File: src/rtl/data_mem_arbiter_pkg.sv
// Shared definitions for the data memory arbiter: default widths, the
// read-return source tags and the arbiter state encoding.
package dmem_arb_pkg;

    localparam int ADDR_W_DEF = 6;
    localparam int DATA_W_DEF = 8;

    // Identifies who issued a memory command so read data can be routed back
    typedef enum logic [1:0] {
        SRC_NONE = 2'b00,
        SRC_CPU  = 2'b01,
        SRC_DBG  = 2'b10
    } src_tag_e;

    // CPU normally wins; debug is forced through once it has waited too long
    typedef enum logic {
        ARB_CPU_PRIO  = 1'b0,
        ARB_DBG_FORCE = 1'b1
    } arb_state_e;

    // Tag to push into the return pipe for an accepted command: only reads
    // produce return data, writes and idle cycles push SRC_NONE
    function automatic src_tag_e read_tag(input logic acc, input logic we,
                                          input src_tag_e src);
        if (acc && !we) begin
            return src;
        end else begin
            return SRC_NONE;
        end
    endfunction

endpackage

File: src/rtl/data_mem_arbiter_read_return_pipe.sv
// Read return path: carries each command's source tag alongside the memory
// read latency and steers the returning data to the requester that asked.
module read_return_pipe
    import dmem_arb_pkg::*;
#(
    parameter int DATA_W   = DATA_W_DEF,
    parameter int READ_LAT = 1
) (
    input  logic              clk,
    input  logic              reset,
    input  logic [1:0]        push_tag,
    input  logic [DATA_W-1:0] mem_data_out,
    output logic              cpu_rvalid,
    output logic [DATA_W-1:0] cpu_rdata,
    output logic              dbg_rvalid,
    output logic [DATA_W-1:0] dbg_rdata
);

    logic [1:0]        tag_r [READ_LAT];
    logic [1:0]        head_tag_s;
    logic              cpu_rvalid_r;
    logic              dbg_rvalid_r;
    logic [DATA_W-1:0] cpu_rdata_r;
    logic [DATA_W-1:0] dbg_rdata_r;

    // Tag shift register: a tag reaches the head exactly when its data is on mem_data_out
    always_ff @(posedge clk) begin
        if (!reset) begin
            for (int i = 0; i < READ_LAT; i++) begin
                tag_r[i] <= SRC_NONE;
            end
        end else begin
            tag_r[0] <= push_tag;
            for (int i = 1; i < READ_LAT; i++) begin
                tag_r[i] <= tag_r[i-1];
            end
        end
    end

    assign head_tag_s = tag_r[READ_LAT-1];

    // Return stage: register memory data into the owner's rdata and pulse its rvalid
    always_ff @(posedge clk) begin
        if (!reset) begin
            cpu_rvalid_r <= 1'b0;
            dbg_rvalid_r <= 1'b0;
            cpu_rdata_r  <= {DATA_W{1'b0}};
            dbg_rdata_r  <= {DATA_W{1'b0}};
        end else begin
            cpu_rvalid_r <= 1'b0;
            dbg_rvalid_r <= 1'b0;
            case (head_tag_s)
                SRC_CPU: begin
                    cpu_rvalid_r <= 1'b1;
                    cpu_rdata_r  <= mem_data_out;
                end
                SRC_DBG: begin
                    dbg_rvalid_r <= 1'b1;
                    dbg_rdata_r  <= mem_data_out;
                end
                default: begin
                    cpu_rdata_r <= cpu_rdata_r;
                    dbg_rdata_r <= dbg_rdata_r;
                end
            endcase
        end
    end

    assign cpu_rvalid = cpu_rvalid_r;
    assign cpu_rdata  = cpu_rdata_r;
    assign dbg_rvalid = dbg_rvalid_r;
    assign dbg_rdata  = dbg_rdata_r;

endmodule

File: src/rtl/data_mem_arbiter.sv
// Shares the single-port data memory between the CPU load/store path and a
// debug/loader port. CPU has priority; a wait counter guarantees the debug
// port a slot after a bounded wait. The winner is registered into a one-deep
// command stage that drives the memory; read data returns via a tagged pipe.
module data_mem_arbiter
    import dmem_arb_pkg::*;
#(
    parameter int ADDR_W       = ADDR_W_DEF,
    parameter int DATA_W       = DATA_W_DEF,
    parameter int READ_LAT     = 1,
    parameter int DBG_MAX_WAIT = 4
) (
    input  logic              clk,
    input  logic              reset,
    input  logic              cpu_req,
    input  logic              cpu_we,
    input  logic [ADDR_W-1:0] cpu_addr,
    input  logic [DATA_W-1:0] cpu_wdata,
    output logic              cpu_gnt,
    output logic              cpu_stall,
    output logic              cpu_rvalid,
    output logic [DATA_W-1:0] cpu_rdata,
    input  logic              dbg_req,
    input  logic              dbg_we,
    input  logic [ADDR_W-1:0] dbg_addr,
    input  logic [DATA_W-1:0] dbg_wdata,
    output logic              dbg_gnt,
    output logic              dbg_rvalid,
    output logic [DATA_W-1:0] dbg_rdata,
    output logic              mem_read,
    output logic              mem_write,
    output logic [ADDR_W-1:0] mem_addr,
    output logic [DATA_W-1:0] mem_data_in,
    input  logic [DATA_W-1:0] mem_data_out
);

    // Counter only has to reach DBG_MAX_WAIT; keep at least one bit for the 0 case
    localparam int WAIT_W = (DBG_MAX_WAIT < 1) ? 1 : $clog2(DBG_MAX_WAIT + 1);
    localparam logic [WAIT_W-1:0] WAIT_MAX = WAIT_W'(DBG_MAX_WAIT);
    localparam logic [WAIT_W-1:0] WAIT_ONE = WAIT_W'(1);

    arb_state_e        arb_state_s;
    logic              cpu_gnt_s;
    logic              dbg_gnt_s;
    logic              cpu_acc_s;
    logic              dbg_acc_s;
    src_tag_e          acc_tag_s;
    logic [WAIT_W-1:0] wait_cnt_r;
    logic              mem_read_r;
    logic              mem_write_r;
    logic [ADDR_W-1:0] mem_addr_r;
    logic [DATA_W-1:0] mem_data_in_r;

    // Arbiter state: debug is forced once it is requesting and has waited long enough
    always_comb begin
        arb_state_s = ARB_CPU_PRIO;
        if (dbg_req && (wait_cnt_r >= WAIT_MAX)) begin
            arb_state_s = ARB_DBG_FORCE;
        end else begin
            arb_state_s = ARB_CPU_PRIO;
        end
    end

    // Grant generation: at most one grant per cycle, none while in reset
    always_comb begin
        cpu_gnt_s = 1'b0;
        dbg_gnt_s = 1'b0;
        if (!reset) begin
            cpu_gnt_s = 1'b0;
            dbg_gnt_s = 1'b0;
        end else begin
            case (arb_state_s)
                ARB_CPU_PRIO: begin
                    cpu_gnt_s = cpu_req;
                    dbg_gnt_s = dbg_req & ~cpu_req;
                end
                ARB_DBG_FORCE: begin
                    cpu_gnt_s = 1'b0;
                    dbg_gnt_s = 1'b1;
                end
                default: begin
                    cpu_gnt_s = 1'b0;
                    dbg_gnt_s = 1'b0;
                end
            endcase
        end
    end

    assign cpu_acc_s = cpu_req & cpu_gnt_s;
    assign dbg_acc_s = dbg_req & dbg_gnt_s;

    // Source tag of this cycle's accepted command (NONE for writes and idle)
    always_comb begin
        acc_tag_s = SRC_NONE;
        if (cpu_acc_s) begin
            acc_tag_s = read_tag(cpu_acc_s, cpu_we, SRC_CPU);
        end else if (dbg_acc_s) begin
            acc_tag_s = read_tag(dbg_acc_s, dbg_we, SRC_DBG);
        end else begin
            acc_tag_s = SRC_NONE;
        end
    end

    // Wait counter: counts consecutive denied debug cycles, saturating at the limit
    always_ff @(posedge clk) begin
        if (!reset) begin
            wait_cnt_r <= {WAIT_W{1'b0}};
        end else if (dbg_req && !dbg_gnt_s) begin
            if (wait_cnt_r < WAIT_MAX) begin
                wait_cnt_r <= wait_cnt_r + WAIT_ONE;
            end else begin
                wait_cnt_r <= wait_cnt_r;
            end
        end else begin
            wait_cnt_r <= {WAIT_W{1'b0}};
        end
    end

    // Command stage: registers the winner; address and data hold when idle
    always_ff @(posedge clk) begin
        if (!reset) begin
            mem_read_r    <= 1'b0;
            mem_write_r   <= 1'b0;
            mem_addr_r    <= {ADDR_W{1'b0}};
            mem_data_in_r <= {DATA_W{1'b0}};
        end else if (cpu_acc_s) begin
            mem_read_r    <= ~cpu_we;
            mem_write_r   <= cpu_we;
            mem_addr_r    <= cpu_addr;
            mem_data_in_r <= cpu_wdata;
        end else if (dbg_acc_s) begin
            mem_read_r    <= ~dbg_we;
            mem_write_r   <= dbg_we;
            mem_addr_r    <= dbg_addr;
            mem_data_in_r <= dbg_wdata;
        end else begin
            mem_read_r    <= 1'b0;
            mem_write_r   <= 1'b0;
        end
    end

    read_return_pipe #(
        .DATA_W  (DATA_W),
        .READ_LAT(READ_LAT)
    ) u_read_return_pipe (
        .clk         (clk),
        .reset       (reset),
        .push_tag    (acc_tag_s),
        .mem_data_out(mem_data_out),
        .cpu_rvalid  (cpu_rvalid),
        .cpu_rdata   (cpu_rdata),
        .dbg_rvalid  (dbg_rvalid),
        .dbg_rdata   (dbg_rdata)
    );

    assign cpu_gnt     = cpu_gnt_s;
    assign dbg_gnt     = dbg_gnt_s;
    assign cpu_stall   = cpu_req & ~cpu_gnt_s;
    assign mem_read    = mem_read_r;
    assign mem_write   = mem_write_r;
    assign mem_addr    = mem_addr_r;
    assign mem_data_in = mem_data_in_r;

endmodule

File: config.mk
export PLATFORM = sky130hd
export DESIGN_NAME = data_mem_arbiter
export DESIGN_NICKNAME = d
export VERILOG_FILES = /design/src/rtl/data_mem_arbiter_pkg.sv /design/src/rtl/data_mem_arbiter_read_return_pipe.sv /design/src/rtl/data_mem_arbiter.sv
export SDC_FILE = /design/constraint.sdc
export NUM_CORES = 1
export LEC_CHECK = 0
export CAP_MARGIN = 15
export CORE_ASPECT_RATIO = 0.6
export CORE_UTILIZATION = 40
export CTS_BUF_LIST = sky130_fd_sc_hd__clkbuf_2
export DETAILED_ROUTE_END_ITERATION = 12
export HOLD_SLACK_MARGIN = 0.05
export PLACE_DENSITY = 0.91
export SETUP_SLACK_MARGIN = 0.02
export SYNTH_ARGS = -nofsm -noshare
export SYNTH_HDL_FRONTEND = slang
export SYNTH_SLANG_ARGS = --single-unit
export TNS_END_PERCENT = 5
File: constraint.sdc
create_clock -name clk -period 2 [get_ports clk]
set_input_delay 0.4 -clock clk [delete_from_list [all_inputs] [get_ports clk]]
set_output_delay 0.4 -clock clk [all_outputs]
set_load 0.1 [all_outputs]
Word level (Yosys, flattened, before mapping):

Memory sizes are Yosys's and may differ from the RTL's.
Cells that the tools add are included.

* flip-flop bits (word level): 37
* memories kept: 1
* input port bits: 42
* memory bits (read-only): 0
* latch bits: 0
* output and inout port bits: 37
* memory bits (writable): 2

* equality and inequality tests: 2
* shift operators: 0
* bitwise operators: 9
* order comparisons: 2
* multiplexer cells: 23
* add/subtract/negate cells: 1
* reductions and logical operators: 10
* multiply operators: 0
* div/mod/pow operators: 0

Memory list
* u_read_return_pipe.tag_r: words 1, bits a word 2, read ports 1, clocked after memory_dff 0, write ports 1, line data_mem_arbiter_read_return_pipe.sv:19 `logic [1:0] tag_r [READ_LAT];`

Operators by type and width (number)
* $mux W8: 2
* $mux W1: 13
* $mux W6: 2
* $mux W2: 4
* $not A1 Y1: 5
* $and A1 B1 Y1: 4
* $logic_and A1 B1 Y1: 4
* $pmux W1 S2: 2
* $add A3 B1 Y3 const B: 1
* $ge A3 B3 Y1 const B: 1
* $logic_not A1 Y1: 3
* $lt A3 B3 Y1 const B: 1
* $eq A2 B1 Y1 const B: 1
* $eq A2 B2 Y1 const B: 1
* $reduce_and A2 Y1: 1
* $reduce_bool A2 Y1: 1
* $reduce_or A2 Y1: 1

Logic depth before layout (Yosys ltp):

Gate-level depths: netlist of run 1.

* depth after elaboration: 12
* depth in mapped cells: 5
* depth with buffers taken out: 4

By module:

From an unflattened synthesis of run 1, not the netlist that was laid out.

* cell total of the unflattened synthesis: 174
* area, all modules: 1644.1 um2

By module, submodules not included
* data_mem_arbiter: area an instance 895.9 um2, instances 1, cells each 102
* read_return_pipe: area an instance 748.2 um2, instances 1, cells each 72

Worst setup path after synthesis of run 1:

Ideal clock, no wire load.

* path type: input to output
* start point: input port dbg_req
* end point: output port cpu_stall
* cell stages on the path: 3
* setup slack: 589 ps
* data arrival time: 1011 ps
* buffers on the path: 0
* cells stage by stage: nand2_2 nand3_2 and2_2

* word-level cells in the longest chain between the ends: 7

Ends and longest elaborated chain
* from (decl): line data_mem_arbiter.sv:23 `input logic dbg_req,`
* $logic_and A1 B1 Y1 *: line data_mem_arbiter.sv:57 `if (dbg_req && (wait_cnt_r >= WAIT_MAX)) begin`
* $mux W1 *: line data_mem_arbiter.sv:57
* $not A1 Y1: line data_mem_arbiter.sv:72 `case (arb_state_s)`
* $pmux W1 S2 *: line data_mem_arbiter.sv:72
* $mux W1 *: line data_mem_arbiter.sv:68 `if (!reset) begin`
* $not A1 Y1 *: line data_mem_arbiter.sv:158 `assign cpu_stall = cpu_req & ~cpu_gnt_s;`
* $and A1 B1 Y1 *: line data_mem_arbiter.sv:158
* to (decl): line data_mem_arbiter.sv:20 `output logic cpu_stall,`

Every way passes the cells marked *; elsewhere a longest branch is shown, timed or not.

Worst setup path in the final report of run 1:

Same ends and word-level chain as after synthesis.

==> flow_summary.yaml, run 1 <==
synthesis:
  synth_top_area_share_pct: 52.9
  syn-instance-count: 150
  syn_nets: 193
  netlist_top_cells_area: "dfxtp_1 53%, a21boi_0 8.6%, nand2_1 8.4%"
  synthesis.area_um2: 1480
  synth_top_cell_by_area: "dfxtp_1"
  synth_cell_type_count: 21
  seq_area_frac_synth_pct: 52.9
  yosys_warnings: 0
  ys_ff_latch: 39
  avgSynthCellArea_um2: 9.84
finish:
  final_cell_mix: "39 x dfxtp_1, 39 x buf_4, 38 x clkdlybuf4s50_1, 33 x nand2_1, 17 x a21boi_0"
  syn_to_final_growth_pct: 55.2
  drive_gt1_share_pct: 28.4
  antenna_cells: 0
  nets: 274
  nFillCells: 260
status:
  status: "finished, final reports clean"
clock_tree:
  clock_sinks: 39
  clk_pin_slew_ps: 180
  postCtsHoldBufs: 0
  cts_tree: "done"
  clkLatencyLatePin_ps: 380
  root_buffer: "clkbuf_2"
  htree_levels: 2
  cts_buffers: 5
  cts.path.max_buffers: 2
worst_setup_path:
  cp_cell_sequence: "dlygate4sd2_1 -> nand2_2 -> nand3_2 -> and2_2 -> buf_12"
  cpLargestDelayFamily: "simple AND/OR/NAND/NOR gates"
  rr_endpoint: "u_read_return_pipe.dbg_rdata[6]$_SDFFE_PN0P_"
  cp.arrival_ps: 1360
  worstReg2RegStart: "u_read_return_pipe.tag_r[0][1]$_SDFF_PP0_"
  reg2regPathDepth: 3
  crit_path_top_delay_cell: "dlygate4sd2_1"
  critical_path_class: "in -> out"
  crit_path_start: "dbg_req"
  startpoint_type: "input port"
  cp-end-kind: "output pin"
  rrSetupSlack_ps: 650
  crit_required_ps: 1600
  path_max_fanout: 4
  critPathBufInv: 2
  cpPeakStageDelay_ps: 300
floorplanning:
  die-area_um2: 3950
  core_area_um2: 3380
  die-width_um: 80.4
  rows: 16
  io_pins: 79
  die_h_um: 49.1
  initial_core_util_pct: 43.6
routing:
  post_drt_wl_per_cell_um: 13.1
  drc: 0
  totalWireLength_um: 3620
  via_count: 1333
  vias_per_cell: 4.81
  detail-route-antenna-nets: 0
  drtIter0Drc: 42
  drt_first_pass_iters: 4
power_and_ir_drop:
  power_density_nw_per_um2: 727
  peakVddDrop_mv: 0.437
  finalPower_w: 0.00167
  leakage_nw: 0.988
timing:
  slew_violations: 0
  fin_hold_ws_ps: 360
  period_needed_ps: 1760
  slew_headroom_pct: 54.0
  tightestPinTransition_ps: 687
  finalCritPeriodShare_pct: 87.9
  fin_skew_ps: 17.7
  setup_viol: 0
  final.setup.tns_ps: 0
  rsz0062_at_grt: "no"
  fmax_ghz: 0.569
  hold_viol_final: 0
place:
  dpl.hpwl_um: 2830
  gp_congestion: 0.720
  io_buffers: 78
global_routing:
  grt_pass1_vias: 1249
  grt_overflow_total: 0
  grtUsageTotal_pct: 19.5
  antenna_found_initial: 0
  grt_max_degree: 20
  grt_pass1_wl_um: 5710
min_path:
  hold_end: "u_read_return_pipe.tag_r[0][1]$_SDFF_PP0_"
  hold_depth: 3
  holdCritStartpoint: "reset"
  hp-class: "in -> reg"
run:
  drv_cap: 0
## cells in the mapped netlist, drive strengths merged
cell type / number
a21boi: 17
nor3b: 1
o22ai: 1
nand3: 4
dfxtp: 39
a221o: 14
clkbuf: 7
buf: 2
nor2b: 2
nand2b: 3
nor2: 3
and2: 19
nand2: 34
nor3: 1
inv: 2
ha: 1
## where the power goes
part | switching, W | total (W) | internal [W]
sequential | 0.0000183 | 0.000831 | 0.000813
combinational | 0.000333 | 0.000494 | 0.000161
clock | 0.000244 | 0.000340 | 0.0000956
total | 0.000596 | 0.00167 | 0.00107
## metal layers
metal	vias up	wire (um)	GRT usage, %
li1	675	-	-
met1	620	1800	26.2
met2	36	1590	29.8
met3	2	204	5.79
met4	0	21	6.25
met5	-	0	0
## timing repair
item,in CTS,in global routing
gates resized for setup,1,2
setup endpoints to repair,1,2
cloned,0,0
setup buffers,0,0
## flip-flops by register name, summed over array words and instances (netlist names)
signal	cells
mem_addr	6
u_read_return_pipe.dbg_rdata	8
wait_cnt_r	3
mem_read	1
u_read_return_pipe.cpu_rdata	8
u_read_return_pipe.dbg_rvalid	1
mem_write	1
mem_data_in	8
u_read_return_pipe.cpu_rvalid	1
u_read_return_pipe.tag_r	2
## worst reg2reg max path: stages (launching register included)
cell and delay (ps):
dfxtp_1 390, nor2b_1 540, nand2_1 140, a21boi_0 210
## worst max-delay path by stage
stage	end	slack, ps	cells after the start
final	cpu_stall	240	5
after global routing	dbg_gnt	150	4
after CTS	cpu_stall	60	4
after detailed placement	mem_addr[1]$_SDFFE_PN0P_	2	4
after global placement	cpu_stall	50	5
after floorplan	cpu_stall	590	3
## layout make-up
cell class              count  area (um^2)  area share, %
clock buffers               7         35.0           1.53
clock inverters             1         5.00          0.218
inverters                   2         7.51          0.328
multi-input cells         100          639           27.9
flip-flops and latches     39          781           34.1
well taps                  45         56.3           2.46
repair buffers             83          767           33.5
## metrics by stage
stage | instances | area [um^2] | util, % | setup slack, ps
2_1_floorplan | 150 | 1480 | - | 589
3_3_place_gp | 269 | 2250 | 66.4 | 49.1
3_5_place_dp | 269 | 2250 | 66.4 | 2.03
4_1_cts | 277 | 2290 | 67.6 | 56.1
5_1_grt | 277 | 2290 | 67.7 | 153
6_report | 277 | 2290 | 67.7 | 242
## cells by family (layout without fill, tap and decap cells)
group	count (synthesis)	after routing	share of synthesized area, %
flip-flops	39	39	52.9
adder cells (fa/ha/maj)	1	1	0.847
AND/OR/NAND/NOR	67	67	23.5
buffers and inverters	11	93	3.81
AO/OA/AOI/OAI	32	32	19.0
(Power assumes the default switching activity.)
==> inputs of run 2 (changes only) <==
--- a/config.mk
+++ b/config.mk
@@ -7,12 +7,13 @@
 export LEC_CHECK = 0
 export CAP_MARGIN = 15
 export CORE_ASPECT_RATIO = 0.6
-export CORE_UTILIZATION = 40
+export CORE_UTILIZATION = 36
 export CTS_BUF_LIST = sky130_fd_sc_hd__clkbuf_2
 export DETAILED_ROUTE_END_ITERATION = 12
 export HOLD_SLACK_MARGIN = 0.05
-export PLACE_DENSITY = 0.91
+export PLACE_DENSITY = 0.88
 export SETUP_SLACK_MARGIN = 0.02
+export SLEW_MARGIN = 20
 export SYNTH_ARGS = -nofsm -noshare
 export SYNTH_HDL_FRONTEND = slang
 export SYNTH_SLANG_ARGS = --single-unit
==> constraint.sdc (replaced) <==
create_clock -name clk -period 1.58 [get_ports clk]
set_input_delay 0.316 -clock clk [delete_from_list [all_inputs] [get_ports clk]]
set_output_delay 0.316 -clock clk [all_outputs]
set_load 0.1 [all_outputs]
==> flow_summary.yaml, run 2 (synthesized netlist as in run 1, its figures left out) <==
clock_tree:
  clkLatencyLatePin_ps: 380
  cts_buffers: 5
  clock_sinks: 39
  htree_levels: 2
  cts.path.max_buffers: 2
  root_buffer: "clkbuf_2"
  cts_tree: "done"
  clk_pin_slew_ps: 180
worst_setup_path:
  path_max_fanout: 2
  critPathBufInv: 2
  critical_path_class: "reg -> out"
  crit_required_ps: 1260
  cp-end-kind: "output pin"
  cpLargestDelayFamily: "flip-flops"
  cpPeakStageDelay_ps: 390
  cp_cell_sequence: "nand2b_2 -> nand3_2 -> inv_2 -> buf_12"
  worst-path-stages: 4
  cp.arrival_ps: 1270
  crit_path_top_delay_cell: "dfxtp_2"
  reg2regPathDepth: 7
  startpoint_type: "flip-flop"
timing:
  fin_skew_ps: 23.0
  period_needed_ps: 1580
  rsz0062_at_grt: "yes"
  slew_violations: 0
  setup_slack_ps: -3.56
  fmax_ghz: 0.631
  slew_headroom_pct: 54.1
  setup_viol: 1
  hold_viol_final: 0
  tightestPinTransition_ps: 685
  finalCritPeriodShare_pct: 100
place:
  dpl.hpwl_um: 3310
  io_buffers: 78
  place_ws_ps: -331
  gp_congestion: 0.729
floorplanning:
  core_area_um2: 3790
  rows: 17
  die-width_um: 84.7
  die_h_um: 51.6
  initial_core_util_pct: 39.0
  io_pins: 79
  die-area_um2: 4370
finish:
  nFillCells: 265
  post-route-util_pct: 75.4
  drive_gt1_share_pct: 32.0
  final_cell_mix: "38 x clkdlybuf4s50_1, 38 x dfxtp_1, 38 x buf_12, 33 x nand2_1, 17 x a21boi_0"
  syn_to_final_growth_pct: 93.4
  multi_input_area_um2: 653
  antenna_cells: 0
  seq_area_um2: 782
  nets: 286
power_and_ir_drop:
  leakage_nw: 1.16
  peakVddDrop_mv: 0.545
  power_density_nw_per_um2: 844
global_routing:
  grtUsageTotal_pct: 20.2
  grt_max_degree: 21
  grt_pass1_wl_um: 6710
  grt_pass1_vias: 1412
  antenna_found_initial: 0
  grt_overflow_total: 0
run:
  drv_cap: 0
routing:
  drt_first_pass_iters: 6
  totalWireLength_um: 4240
  drtIter0Drc: 46
  via_count: 1413
  post_drt_wl_per_cell_um: 14.6
  vias_per_cell: 4.86
  drc: 0
  detail-route-antenna-nets: 0
status:
  failed_checks: "negative setup slack"
  status: "complete, but fails checks"
min_path:
  hold_depth: 1
  hp-class: "reg -> reg"
run 2: cell count changes in the layout (fill, tap and decap cells not counted), moves of 2 or more:
cell,delta
buf_12,+35
buf_4,-23
clkbuf_2,-2
dlygate4sd2_1,+2
dlymetal6s2s_1,-2
run 2: metal layers:
metal | global-route usage (%) | vias to the layer above | routed length (um)
met4 | 6.21 | 0 | 10
li1 | - | 698 | -
met5 | 0 | - | 0
met1 | 25.8 | 671 | 1940
met3 | 5.56 | 2 | 197
met2 | 33.7 | 42 | 2090
run 2: worst paths after layout:
check / start / endpoint / slack [ps]
min: wait_cnt_r[0]$_SDFFE_PN0N_ / wait_cnt_r[0]$_SDFFE_PN0N_ / 450
max: wait_cnt_r[2]$_SDFFE_PN0N_ / dbg_gnt / -4
max reg2reg: wait_cnt_r[2]$_SDFFE_PN0N_ / mem_data_in[6]$_SDFFE_PN0P_ / 60
min reg2reg: wait_cnt_r[0]$_SDFFE_PN0N_ / wait_cnt_r[0]$_SDFFE_PN0N_ / 450
run 2: layout make-up:
class | count | area share (%)
Multi-Input combinational cell | 100 | 22.9
Sequential cell | 39 | 27.4
Tap cell | 47 | 2.06
Clock inverter | 3 | 1.36
Clock buffer | 5 | 0.876
Timing Repair Buffer | 95 | 45.1
Inverter | 2 | 0.351
run 2: stage by stage:
stage	hold WS (ps)	cells	area (um^2)	TNS [ps]	total power (W)
floorplan	388	150	1480	0	0.00148
global placement	422	280	2760	-3280	0.00184
detailed placement	420	280	2760	-4470	0.00184
CTS	423	290	2840	-70.6	0.00243
global route	445	291	2860	-206	0.00249
finish	448	291	2860	-3.56	0.00241
run 2: timing repair:
item,CTS,global route
pin swaps,2,1
gates cloned,0,0
hold buffers,0,0
buffers inserted,2,1
resized for setup,6,2
setup endpoints to repair,3,3
run 2: worst register-to-register path: stages (launching register included):
cell	delay, ps
dfxtp_2	370
nand2b_2	190
nand3_2	100
inv_2	60
buf_4	130
buf_4	120
buf_4	160
a221o_1	300
run 2: power breakdown:
group / internal [W] / switching (W)
clock network: 0.000261 / 0.000321
logic: 0.000322 / 0.000432
registers: 0.00103 / 0.0000449
==> inputs of run 3 (changes only) <==
--- a/config.mk
+++ b/config.mk
@@ -5,13 +5,13 @@
 export SDC_FILE = /design/constraint.sdc
 export NUM_CORES = 1
 export LEC_CHECK = 0
-export CAP_MARGIN = 15
+export CAP_MARGIN = 20
 export CORE_ASPECT_RATIO = 0.6
 export CORE_UTILIZATION = 36
 export CTS_BUF_LIST = sky130_fd_sc_hd__clkbuf_2
 export DETAILED_ROUTE_END_ITERATION = 12
 export HOLD_SLACK_MARGIN = 0.05
-export PLACE_DENSITY = 0.88
+export PLACE_DENSITY = 0.78
 export SETUP_SLACK_MARGIN = 0.02
 export SLEW_MARGIN = 20
 export SYNTH_ARGS = -nofsm -noshare
==> flow_summary.yaml, run 3 (synthesized netlist as in run 1, its figures left out) <==
timing:
  slew_violations: 0
  rsz0062_at_grt: "yes"
  hold_viol_final: 0
  fin_skew_ps: 25.5
  tightestPinTransition_ps: 700
  setup_viol: 0
  finalCritPeriodShare_pct: 98.6
  period_needed_ps: 1560
  fmax_ghz: 0.642
  final.setup.tns_ps: 0
  slew_headroom_pct: 53.1
  fin_hold_ws_ps: 430
clock_tree:
  cts_buffers: 5
  cts.path.max_buffers: 2
  clock_sinks: 39
  root_buffer: "clkbuf_2"
  clkLatencyLatePin_ps: 390
  clk_pin_slew_ps: 160
  cts_tree: "done"
  htree_levels: 2
status:
  status: "complete, but fails checks"
  failed_checks: "design-rule violations"
power_and_ir_drop:
  power_density_nw_per_um2: 796
  peakVddDrop_mv: 0.513
  leakage_nw: 1.14
  finalPower_w: 0.00224
worst_setup_path:
  critical_path_class: "reg -> out"
  cp.arrival_ps: 1240
  path_max_fanout: 3
  rrSetupSlack_ps: 190
  crit_path_start: "wait_cnt_r[2]$_SDFFE_PN0N_"
  cp-end-kind: "output pin"
  rr_endpoint: "mem_addr[2]$_SDFFE_PN0P_"
  crit_required_ps: 1260
  reg2regPathDepth: 6
  crit_end: "cpu_stall"
  startpoint_type: "flip-flop"
  worstReg2RegStart: "wait_cnt_r[2]$_SDFFE_PN0N_"
routing:
  drc: 4
  vias_per_cell: 4.97
  drtIter0Drc: 66
  via_count: 1437
  drt_first_pass_iters: 8
  post_drt_wl_per_cell_um: 15.0
  totalWireLength_um: 4320
  detail-route-antenna-nets: 0
floorplanning:
  die_h_um: 51.6
  die-area_um2: 4370
  initial_core_util_pct: 39.0
  io_pins: 79
  die-width_um: 84.7
  core_area_um2: 3790
  rows: 17
global_routing:
  grt_overflow_total: 0
  antenna_found_initial: 0
  grt_pass1_wl_um: 6760
  grt_max_degree: 20
  grt_pass1_vias: 1357
  grtUsageTotal_pct: 21.0
finish:
  antenna_cells: 0
  syn_to_final_growth_pct: 90.5
  final_cell_mix: "38 x clkdlybuf4s50_1, 38 x dfxtp_1, 37 x buf_12, 33 x nand2_1, 17 x a21boi_0"
  drive_gt1_share_pct: 31.4
  nets: 285
place:
  io_buffers: 78
  dpl.hpwl_um: 3430
  gp_congestion: 0.788
run:
  drv_cap: 0
min_path:
  hp-class: "in -> reg"
-- run 3: routing by layer --
metal,global-route usage (%),wire length [um],vias to the layer above
met5,0,0,-
met4,9.60,91,0
met3,7.14,319,10
met2,33.7,1980,63
met1,25.8,1940,668
li1,-,-,696
-- run 3: worst max-delay path, stage by stage (launching register included) --
cell and delay (ps):
dfxtp_2 370, nand2_4 70, nand3_4 90, and2_4 190
buf_12 160
-- run 3: timing repair --
item	in CTS	in global routing
hold buffers	0	0
setup buffers	2	1
gates resized for setup	7	2
endpoints found under the setup margin	3	3
pin swaps	1	0
-- run 3: area by class of cell --
cell class                 instances  area [um^2]
timing repair buffer              94         1270
clock buffer                       5         25.0
clock inverter                     2         8.76
multi-input combinational        100          661
inverter                           2         10.0
sequential                        39          782
tap                               47         58.8
fill                             279          973
-- run 3: worst min path at each step --
stage / cells past startpoint / slack [ps] / start / endpoint
2_1_floorplan: 1 / 390 / cpu_we / u_read_return_pipe.tag_r[0][0]$_SDFF_PN0_
3_3_place_gp: 1 / 430 / wait_cnt_r[0]$_SDFFE_PN0N_ / wait_cnt_r[0]$_SDFFE_PN0N_
3_5_place_dp: 1 / 430 / wait_cnt_r[0]$_SDFFE_PN0N_ / wait_cnt_r[0]$_SDFFE_PN0N_
5_1_grt: 3 / 420 / reset / wait_cnt_r[0]$_SDFFE_PN0N_
6_report: 3 / 430 / reset / wait_cnt_r[0]$_SDFFE_PN0N_
4_1_cts: 3 / 390 / reset / wait_cnt_r[0]$_SDFFE_PN0N_
-- run 3: report_power, final --
part | leakage [nW] | switching (W) | internal [W] | total [W]
clock network | 0.0262 | 0.000313 | 0.0000935 | 0.000407
registers | 0.320 | 0.0000457 | 0.00103 | 0.00108
logic | 0.790 | 0.000434 | 0.000322 | 0.000756
-- run 3: stage by stage --
step	instance area (um^2)	setup slack (ps)	instances	util, %
floorplan	1480	230	150	-
global placement	2740	-292	279	72.2
detailed placement	2740	-365	279	72.2
CTS	2790	-9.66	288	73.8
global route	2810	-57.8	289	74.3
finish	2810	21.7	289	74.3
